**src/rtl/scheduler3_allocate_rsv_station_if.sv**
```systemverilog
// Dispatch-allocator bus: decoded order pair in, reservation-station write selects,
// stall and ALU occupancy out.
interface scheduler3_allocate_rsv_station_if #(
  parameter int unsigned P_ALU_NUM = 2,
  parameter int unsigned P_CNT_W   = 4
);
  logic                           iORDER_LOCK;
  logic                           iORDER_0_VALID;
  logic                           iORDER_1_VALID;
  logic [9:0]                     iORDER_0_EX;
  logic [9:0]                     iORDER_1_EX;
  logic [P_ALU_NUM-1:0]           iALU_RELEASE;
  logic [1:0]                     oRS0_VALID;
  logic [1:0]                     oRS3_VALID;
  logic [P_ALU_NUM-1:0]           oALU_0_VALID;
  logic [P_ALU_NUM-1:0]           oALU_1_VALID;
  logic                           oALLOC_STALL;
  logic [P_ALU_NUM*P_CNT_W-1:0]   oALU_COUNT;

  modport master (
    output iORDER_LOCK, iORDER_0_VALID, iORDER_1_VALID, iORDER_0_EX, iORDER_1_EX, iALU_RELEASE,
    input  oRS0_VALID, oRS3_VALID, oALU_0_VALID, oALU_1_VALID, oALLOC_STALL, oALU_COUNT
  );

  modport slave (
    input  iORDER_LOCK, iORDER_0_VALID, iORDER_1_VALID, iORDER_0_EX, iORDER_1_EX, iALU_RELEASE,
    output oRS0_VALID, oRS3_VALID, oALU_0_VALID, oALU_1_VALID, oALLOC_STALL, oALU_COUNT
  );
endinterface

```
**src/rtl/scheduler3_allocate_rsv_station.sv**
```systemverilog
// Two-wide dispatch allocator onto branch, load/store and P_ALU_NUM ALU reservation
// stations, with per-ALU occupancy counters and round-robin tie breaking.
module scheduler3_allocate_rsv_station #(
  parameter int unsigned P_ALU_NUM  = 2,
  parameter int unsigned P_RS_DEPTH = 8,
  parameter int unsigned P_CNT_W    = 4
) (
  input  logic iCLOCK,
  input  logic iRESET,
  input  logic iRESET_SYNC,
  scheduler3_allocate_rsv_station_if.slave bus
);
  localparam int unsigned RR_W  = $clog2(P_ALU_NUM);
  localparam int unsigned SUM_W = P_CNT_W + 1;

  logic [P_ALU_NUM-1:0][P_CNT_W-1:0] r_cnt;
  logic [P_ALU_NUM-1:0][P_CNT_W-1:0] w_cnt_next;
  logic [RR_W-1:0]                   r_rr;
  logic [RR_W-1:0]                   w_rr_next;

  logic             w_need0, w_need1, w_only0, w_only1;
  logic             w_found0, w_found1, w_use0;
  logic [RR_W-1:0]  w_pick0, w_pick1;
  logic             w_stall, w_en, w_alloc0, w_alloc1;
  logic [P_ALU_NUM-1:0] w_sel0, w_sel1;

  // Least-occupied eligible non-full ALU; ties go to the first index scanning from start.
  function automatic logic [RR_W:0] f_pick(
    input logic [P_ALU_NUM-1:0][P_CNT_W-1:0] cnt,
    input logic [P_ALU_NUM-1:0]              elig,
    input logic [P_ALU_NUM-1:0]              bump,
    input int unsigned                       start
  );
    logic             found;
    logic [RR_W-1:0]  pick;
    logic [SUM_W-1:0] eff, best;
    int unsigned      rank, best_rank;
    found     = 1'b0;
    pick      = '0;
    best      = '0;
    best_rank = 0;
    for (int unsigned k = 0; k < P_ALU_NUM; k++) begin
      eff  = {1'b0, cnt[k]} + SUM_W'(bump[k]);
      rank = (k + P_ALU_NUM - start) % P_ALU_NUM;
      if (elig[k] && (eff < SUM_W'(P_RS_DEPTH)) &&
          (!found || (eff < best) || ((eff == best) && (rank < best_rank)))) begin
        found     = 1'b1;
        pick      = RR_W'(k);
        best      = eff;
        best_rank = rank;
      end
    end
    return {found, pick};
  endfunction

  always_comb begin
    w_need0 = |{bus.iORDER_0_EX[7:2], bus.iORDER_0_EX[0]};
    w_need1 = |{bus.iORDER_1_EX[7:2], bus.iORDER_1_EX[0]};
    w_only0 = |bus.iORDER_0_EX[7:5];
    w_only1 = |bus.iORDER_1_EX[7:5];

    {w_found0, w_pick0} = f_pick(r_cnt, w_only0 ? P_ALU_NUM'(1) : '1, '0, 32'(r_rr));
    w_use0 = bus.iORDER_0_VALID && w_need0 && w_found0;
    // Pipe 1 sees pipe 0's same-cycle allocation as one extra entry.
    {w_found1, w_pick1} = f_pick(r_cnt, w_only1 ? P_ALU_NUM'(1) : '1,
                                 w_use0 ? (P_ALU_NUM'(1) << w_pick0) : '0,
                                 w_use0 ? (32'(w_pick0) + 1) % P_ALU_NUM : 32'(r_rr));

    w_stall  = !bus.iORDER_LOCK && !iRESET_SYNC &&
               ((bus.iORDER_0_VALID && w_need0 && !w_found0) ||
                (bus.iORDER_1_VALID && w_need1 && !w_found1));
    w_en     = !bus.iORDER_LOCK && !iRESET_SYNC && !w_stall;
    w_alloc0 = w_en && bus.iORDER_0_VALID && w_need0;
    w_alloc1 = w_en && bus.iORDER_1_VALID && w_need1;
    w_sel0   = w_alloc0 ? (P_ALU_NUM'(1) << w_pick0) : '0;
    w_sel1   = w_alloc1 ? (P_ALU_NUM'(1) << w_pick1) : '0;

    bus.oALU_0_VALID = w_sel0;
    bus.oALU_1_VALID = w_sel1;
    bus.oALLOC_STALL = w_stall;
    bus.oRS0_VALID   = {w_en && bus.iORDER_1_VALID && bus.iORDER_1_EX[9],
                        w_en && bus.iORDER_0_VALID && bus.iORDER_0_EX[9]};
    bus.oRS3_VALID   = {w_en && bus.iORDER_1_VALID && (bus.iORDER_1_EX[8] || bus.iORDER_1_EX[1]),
                        w_en && bus.iORDER_0_VALID && (bus.iORDER_0_EX[8] || bus.iORDER_0_EX[1])};
    bus.oALU_COUNT   = r_cnt;
  end

  // Occupancy next state: allocs add, a release only subtracts from a non-empty total.
  always_comb begin
    logic [SUM_W-1:0] v_sum;
    w_cnt_next = r_cnt;
    v_sum      = '0;
    for (int unsigned k = 0; k < P_ALU_NUM; k++) begin
      v_sum = {1'b0, r_cnt[k]} + SUM_W'(w_sel0[k]) + SUM_W'(w_sel1[k]);
      if (bus.iALU_RELEASE[k] && (v_sum != '0)) v_sum = v_sum - SUM_W'(1);
      w_cnt_next[k] = P_CNT_W'(v_sum);
    end
    if (w_alloc1)      w_rr_next = RR_W'((32'(w_pick1) + 1) % P_ALU_NUM);
    else if (w_alloc0) w_rr_next = RR_W'((32'(w_pick0) + 1) % P_ALU_NUM);
    else               w_rr_next = r_rr;
  end

  always_ff @(posedge iCLOCK or posedge iRESET) begin
    if (iRESET) begin
      r_cnt <= '0;
      r_rr  <= '0;
    end else if (iRESET_SYNC) begin
      r_cnt <= '0;
      r_rr  <= '0;
    end else begin
      r_cnt <= w_cnt_next;
      r_rr  <= w_rr_next;
    end
  end

  always_ff @(posedge iCLOCK) begin
    assert ($onehot0(w_sel0));
    assert ($onehot0(w_sel1));
    for (int unsigned k = 0; k < P_ALU_NUM; k++) assert (SUM_W'(r_cnt[k]) <= SUM_W'(P_RS_DEPTH));
  end
endmodule

```
**src/flat_wrapper.sv**
```systemverilog
// flat-port wrapper written by rule: the top's interface ports become plain ports
module scheduler3_allocate_rsv_station_flat 
#(
  parameter int unsigned P_ALU_NUM  = 2,
  parameter int unsigned P_RS_DEPTH = 8,
  parameter int unsigned P_CNT_W    = 4
)
  (iCLOCK, iRESET, iRESET_SYNC, bus_iORDER_LOCK, bus_iORDER_0_VALID, bus_iORDER_1_VALID, bus_iORDER_0_EX, bus_iORDER_1_EX, bus_iALU_RELEASE, bus_oRS0_VALID, bus_oRS3_VALID, bus_oALU_0_VALID, bus_oALU_1_VALID, bus_oALLOC_STALL, bus_oALU_COUNT);
  scheduler3_allocate_rsv_station_if #(.P_ALU_NUM(P_ALU_NUM), .P_CNT_W(P_CNT_W)) bus_i ();
  input  logic iCLOCK;
  input  logic iRESET;
  input  logic iRESET_SYNC;
  input wire logic [$bits(bus_i.iORDER_LOCK)-1:0] bus_iORDER_LOCK;
  input wire logic [$bits(bus_i.iORDER_0_VALID)-1:0] bus_iORDER_0_VALID;
  input wire logic [$bits(bus_i.iORDER_1_VALID)-1:0] bus_iORDER_1_VALID;
  input wire logic [$bits(bus_i.iORDER_0_EX)-1:0] bus_iORDER_0_EX;
  input wire logic [$bits(bus_i.iORDER_1_EX)-1:0] bus_iORDER_1_EX;
  input wire logic [$bits(bus_i.iALU_RELEASE)-1:0] bus_iALU_RELEASE;
  output wire logic [$bits(bus_i.oRS0_VALID)-1:0] bus_oRS0_VALID;
  output wire logic [$bits(bus_i.oRS3_VALID)-1:0] bus_oRS3_VALID;
  output wire logic [$bits(bus_i.oALU_0_VALID)-1:0] bus_oALU_0_VALID;
  output wire logic [$bits(bus_i.oALU_1_VALID)-1:0] bus_oALU_1_VALID;
  output wire logic [$bits(bus_i.oALLOC_STALL)-1:0] bus_oALLOC_STALL;
  output wire logic [$bits(bus_i.oALU_COUNT)-1:0] bus_oALU_COUNT;
  assign bus_i.iORDER_LOCK = bus_iORDER_LOCK;
  assign bus_i.iORDER_0_VALID = bus_iORDER_0_VALID;
  assign bus_i.iORDER_1_VALID = bus_iORDER_1_VALID;
  assign bus_i.iORDER_0_EX = bus_iORDER_0_EX;
  assign bus_i.iORDER_1_EX = bus_iORDER_1_EX;
  assign bus_i.iALU_RELEASE = bus_iALU_RELEASE;
  assign bus_oRS0_VALID = bus_i.oRS0_VALID;
  assign bus_oRS3_VALID = bus_i.oRS3_VALID;
  assign bus_oALU_0_VALID = bus_i.oALU_0_VALID;
  assign bus_oALU_1_VALID = bus_i.oALU_1_VALID;
  assign bus_oALLOC_STALL = bus_i.oALLOC_STALL;
  assign bus_oALU_COUNT = bus_i.oALU_COUNT;
  scheduler3_allocate_rsv_station #(.P_ALU_NUM(P_ALU_NUM), .P_RS_DEPTH(P_RS_DEPTH), .P_CNT_W(P_CNT_W)) u_core (.iCLOCK(iCLOCK), .iRESET(iRESET), .iRESET_SYNC(iRESET_SYNC), .bus(bus_i));
endmodule
```
**config.mk**
```make
export PLATFORM = sky130hd
export DESIGN_NAME = scheduler3_allocate_rsv_station_flat
export DESIGN_NICKNAME = d
export VERILOG_FILES = /design/src/rtl/scheduler3_allocate_rsv_station_if.sv /design/src/rtl/scheduler3_allocate_rsv_station.sv /design/src/flat_wrapper.sv
export SDC_FILE = /design/constraint.sdc
export NUM_CORES = 1
export LEC_CHECK = 0
export BUFFER_PORTS_ARGS = -buffer_cell sky130_fd_sc_hd__buf_2
export CORE_MARGIN = 5
export CORE_UTILIZATION = 45
export CTS_CLUSTER_SIZE = 28
export DETAILED_ROUTE_END_ITERATION = 16
export PLACE_DENSITY = 0.76
export SYNTH_ARGS = -nofsm -noshare
export SYNTH_HDL_FRONTEND = slang
export SYNTH_SLANG_ARGS = --single-unit
```
**constraint.sdc**
```tcl
create_clock -name iCLOCK -period 5.1 [get_ports iCLOCK]
set_input_delay 0.51 -clock iCLOCK [delete_from_list [all_inputs] [get_ports iCLOCK]]
set_output_delay 0.51 -clock iCLOCK [all_outputs]
set_load 0.05 [all_outputs]
```
==> impl_metrics.tcl <==
set metrics [dict create \
    status "completed" \
    total_leakage_power_uw 0.000901 \
    fin_nets 258 \
    end_kind "flop" \
    yosys_most_used_dff "dfrtp_1" \
    p_int_uw 475 \
    critPathLaunchType "flop" \
    clk_pin_slew_ns 0.06 \
    final_antenna_net_count 0 \
    wl_um 3430 \
    portBuffers 44 \
    finalSetupTns_ns 0 \
    cts_tree "built" \
    cp_data_required_time_ns 5.23 \
    initialDrtViolationCount 34 \
    cts_buffer_depth 2 \
    power_density_nw_per_um2 530 \
    grt_pass1_wl_um 5820 \
    async_reset_ff_share_pct 100 \
    period_share_pct 99.3 \
    insertion_delay_ns 0.25 \
    finalSetupViolCount 0 \
    preCtsSetupSlack_ns -0.127 \
    netlist_area_um2 1270 \
    clockRootBuffer "clkbuf_4" \
    insertedDiodeCount 0 \
    yosysWarnings 0 \
    synth_edf_count 0 \
    synth.distinct_cells 49 \
    wire_per_inst_um 14.2 \
    htree_levels 1 \
    syn_to_final_growth_pct 44.6 \
    finalWeightedCongestion 0.777 \
    yosysTopAreaCellShare_pct 17.8 \
    syn_area_per_cell_um2 8.46 \
    cts_hold_buf 0 \
    cts_buffers 3 \
    ir_worst_vdd_mv 0.347 \
    seqPwrFrac_pct 14.4 \
    fp.dieH_um 63.1 \
    grt_pass1_vias 1394 \
    grtUsageTotal_pct 17.8 \
    placed_cell_area_um2 1720 \
    drc 0 \
    hold_ws_ns 0.205 \
    cp_max_fo 5 \
    clkPwrFrac_pct 5.5 \
    overflow 0 \
    rsz0062_at_grt "true" \
    grt_max_degree 14 \
    netlist_instances 150 \
    cap_violations 0 \
    core_um2 2730 \
    dieArea_um2 3980 \
    cts.sinks 9 \
    start_util_pct 46.4 \
    dr.pass1.iters 4 \
    fmax_ghz 0.198 \
    critPathArrivalTime_ns 5.20 \
    hpwl_um 2920 \
    pin_count 45 \
    finClkSkew_ns 0.00250 \
    via_count 1329 \
    vias_per_cell 5.49 \
    netlist_top_cells_area "dfrtp_1 18%, ha_1 16%, xor2_1 4.8%" \
    finalMaxSlewViolations 0 \
    design_area_um2 1830 \
    finalWorstSetupSlack_ns 0.0373 \
    finalHoldViolations 0 \
    row_count 19 \
    setup.worst_path.class "reg -> reg" \
    yosysTopAreaCell "dfrtp_1" \
    yosysSeqAreaShare_pct 17.8 \
    drive_gt1_share_pct 49.3 \
    combPwrFrac_pct 80.1 \
    die_w_um 63.1 \
    ys_seq_elements 9 \
    hold_path.class "in -> async" \
    antenna_found_initial 0 \
    switching_share_pct 51.1 \
    min_period_ns 5.06 \
    p_switching_uw 497 \
]
flip-flops by register name, summed over array words and instances, names as in the netlist:
| register | count |
|---|---|
| u_core.bus.oALU_COUNT | 8 |
| u_core.r_rr | 1 |
Yosys cell counts, types with 2 or more instances:
cell      instances
nand3_1           6
o211a_1           2
or3_4             3
nand4_1           3
a211oi_1          3
dfrtp_1           9
fa_1              2
inv_2             2
nor4_1            2
nor2_1           15
a21oi_1           4
buf_2             2
inv_1            15
nand2_1           5
clkbuf_1          3
o31a_1            3
xor2_1            7
o21bai_1          2
and2_1            3
nand2b_1          5
xnor2_1           6
and3_1            6
ha_1             16
repair_timing:
| action | 4_1_cts | 5_1_grt |
|---|---|---|
| pin swaps | 4 | 13 |
| resized for setup | 3 | 9 |
| endpoints found under the setup margin | 2 | 8 |
| cloned | 0 | 0 |
| buffers inserted | 1 | 3 |
critical path, stage by stage, from the launching register on:
cell	delay [ns]
dfrtp_2	0.42
nand2b_4	0.15
ha_4	0.24
a211o_1	0.28
a21oi_2	0.14
o21bai_1	0.09
and3_1	0.20
ha_4	0.18
ha_4	0.15
nand2b_4	0.14
mux2i_4	0.17
nand2_1	0.08
ha_1	0.32
nand3_2	0.08
a21boi_1	0.06
o31a_1	0.28
o41a_1	0.13
or3_4	0.35
fa_2	0.35
inv_2	0.08
ha_4	0.20
inv_4	0.06
ha_4	0.12
inv_2	0.03
o31a_1	0.30
nand4_1	0.14
xnor2_1	0.14
nor2_1	0.06
stage by stage:
stage	instances	utilization, %	total power [uW]
2_1_floorplan	151	-	659
3_3_place_gp	234	62.9	820
3_5_place_dp	234	62.9	853
4_1_cts	239	64.8	925
5_1_grt	242	67.1	1060
6_report	242	67.1	972
layout by cell type, fill, tap and decap left out, types with 4 or more instances in the layout:
master   netlist  layout
inv_2          2       8
dfrtp_1        9       6
nand2_1        5       5
nor2_1        15      15
and3_1         6       6
ha_1          16       8
buf_4          0      17
nand3_1        6       4
buf_2          2      44
inv_1         15       7
xnor2_1        6       6
ha_4           0       8
xor2_1         7       7
area by class of cell:
| cell class | instances | area (um2) |
|---|---|---|
| Tap cell | 31 | 38.8 |
| Timing Repair Buffer | 61 | 348 |
| Multi-Input combinational cell | 120 | 1120 |
| Clock buffer | 4 | 26.3 |
| Sequential cell | 9 | 229 |
| Inverter | 17 | 68.8 |
| Fill cell | 214 | 900 |
power by group through the flow:
stage	clock network, uW	registers [uW]	logic [uW]
2_1_floorplan	0	229	431
3_3_place_gp	0	136	685
3_5_place_dp	0	137	716
4_1_cts	55.9	135	734
5_1_grt	60.5	146	853
6_report	53.6	140	779
final timing paths:
kind | to | cells past startpoint | startpoint | slack, ns
min in group iCLOCK | u_core.bus.oALU_COUNT[2] | 2 | iRESET_SYNC | 0.61
setup / recovery | u_core.bus.oALU_COUNT[7] | 27 | u_core.bus.oALU_COUNT[3] | 0.04
hold / removal | u_core.bus.oALU_COUNT[6] | 2 | iRESET | 0.21
setup reg to reg | u_core.bus.oALU_COUNT[7] | 27 | u_core.bus.oALU_COUNT[3] | 0.04
max in group asynchronous | u_core.bus.oALU_COUNT[3] | 2 | iRESET | 4.62
hold reg to reg | u_core.r_rr | 2 | u_core.r_rr | 0.66
cell families (layout without fill, tap and decap cells):
| family | Yosys count | after routing | synth area share [%] |
|---|---|---|---|
| buf+inv | 22 | 82 | 6.71 |
| xor+xnor | 13 | 13 | 8.97 |
| mux | 2 | 2 | 1.68 |
| flops | 9 | 9 | 17.8 |
| other cells | 1 | 2 | 0.296 |
| fa+ha+maj | 18 | 18 | 18.9 |
| compound gates | 29 | 29 | 19.1 |
| simple gates | 56 | 56 | 26.5 |
routing by layer:
layer	track usage [%]	up-vias	share of wire [%]	routed length [um]
li1	-	660	-	-
met5	0	-	0	0
met3	2.66	7	5.8	198
met1	20.9	613	44	1500
met2	31.7	49	48	1640
met4	7.43	0	2.5	85
(Power assumes the default switching activity.)
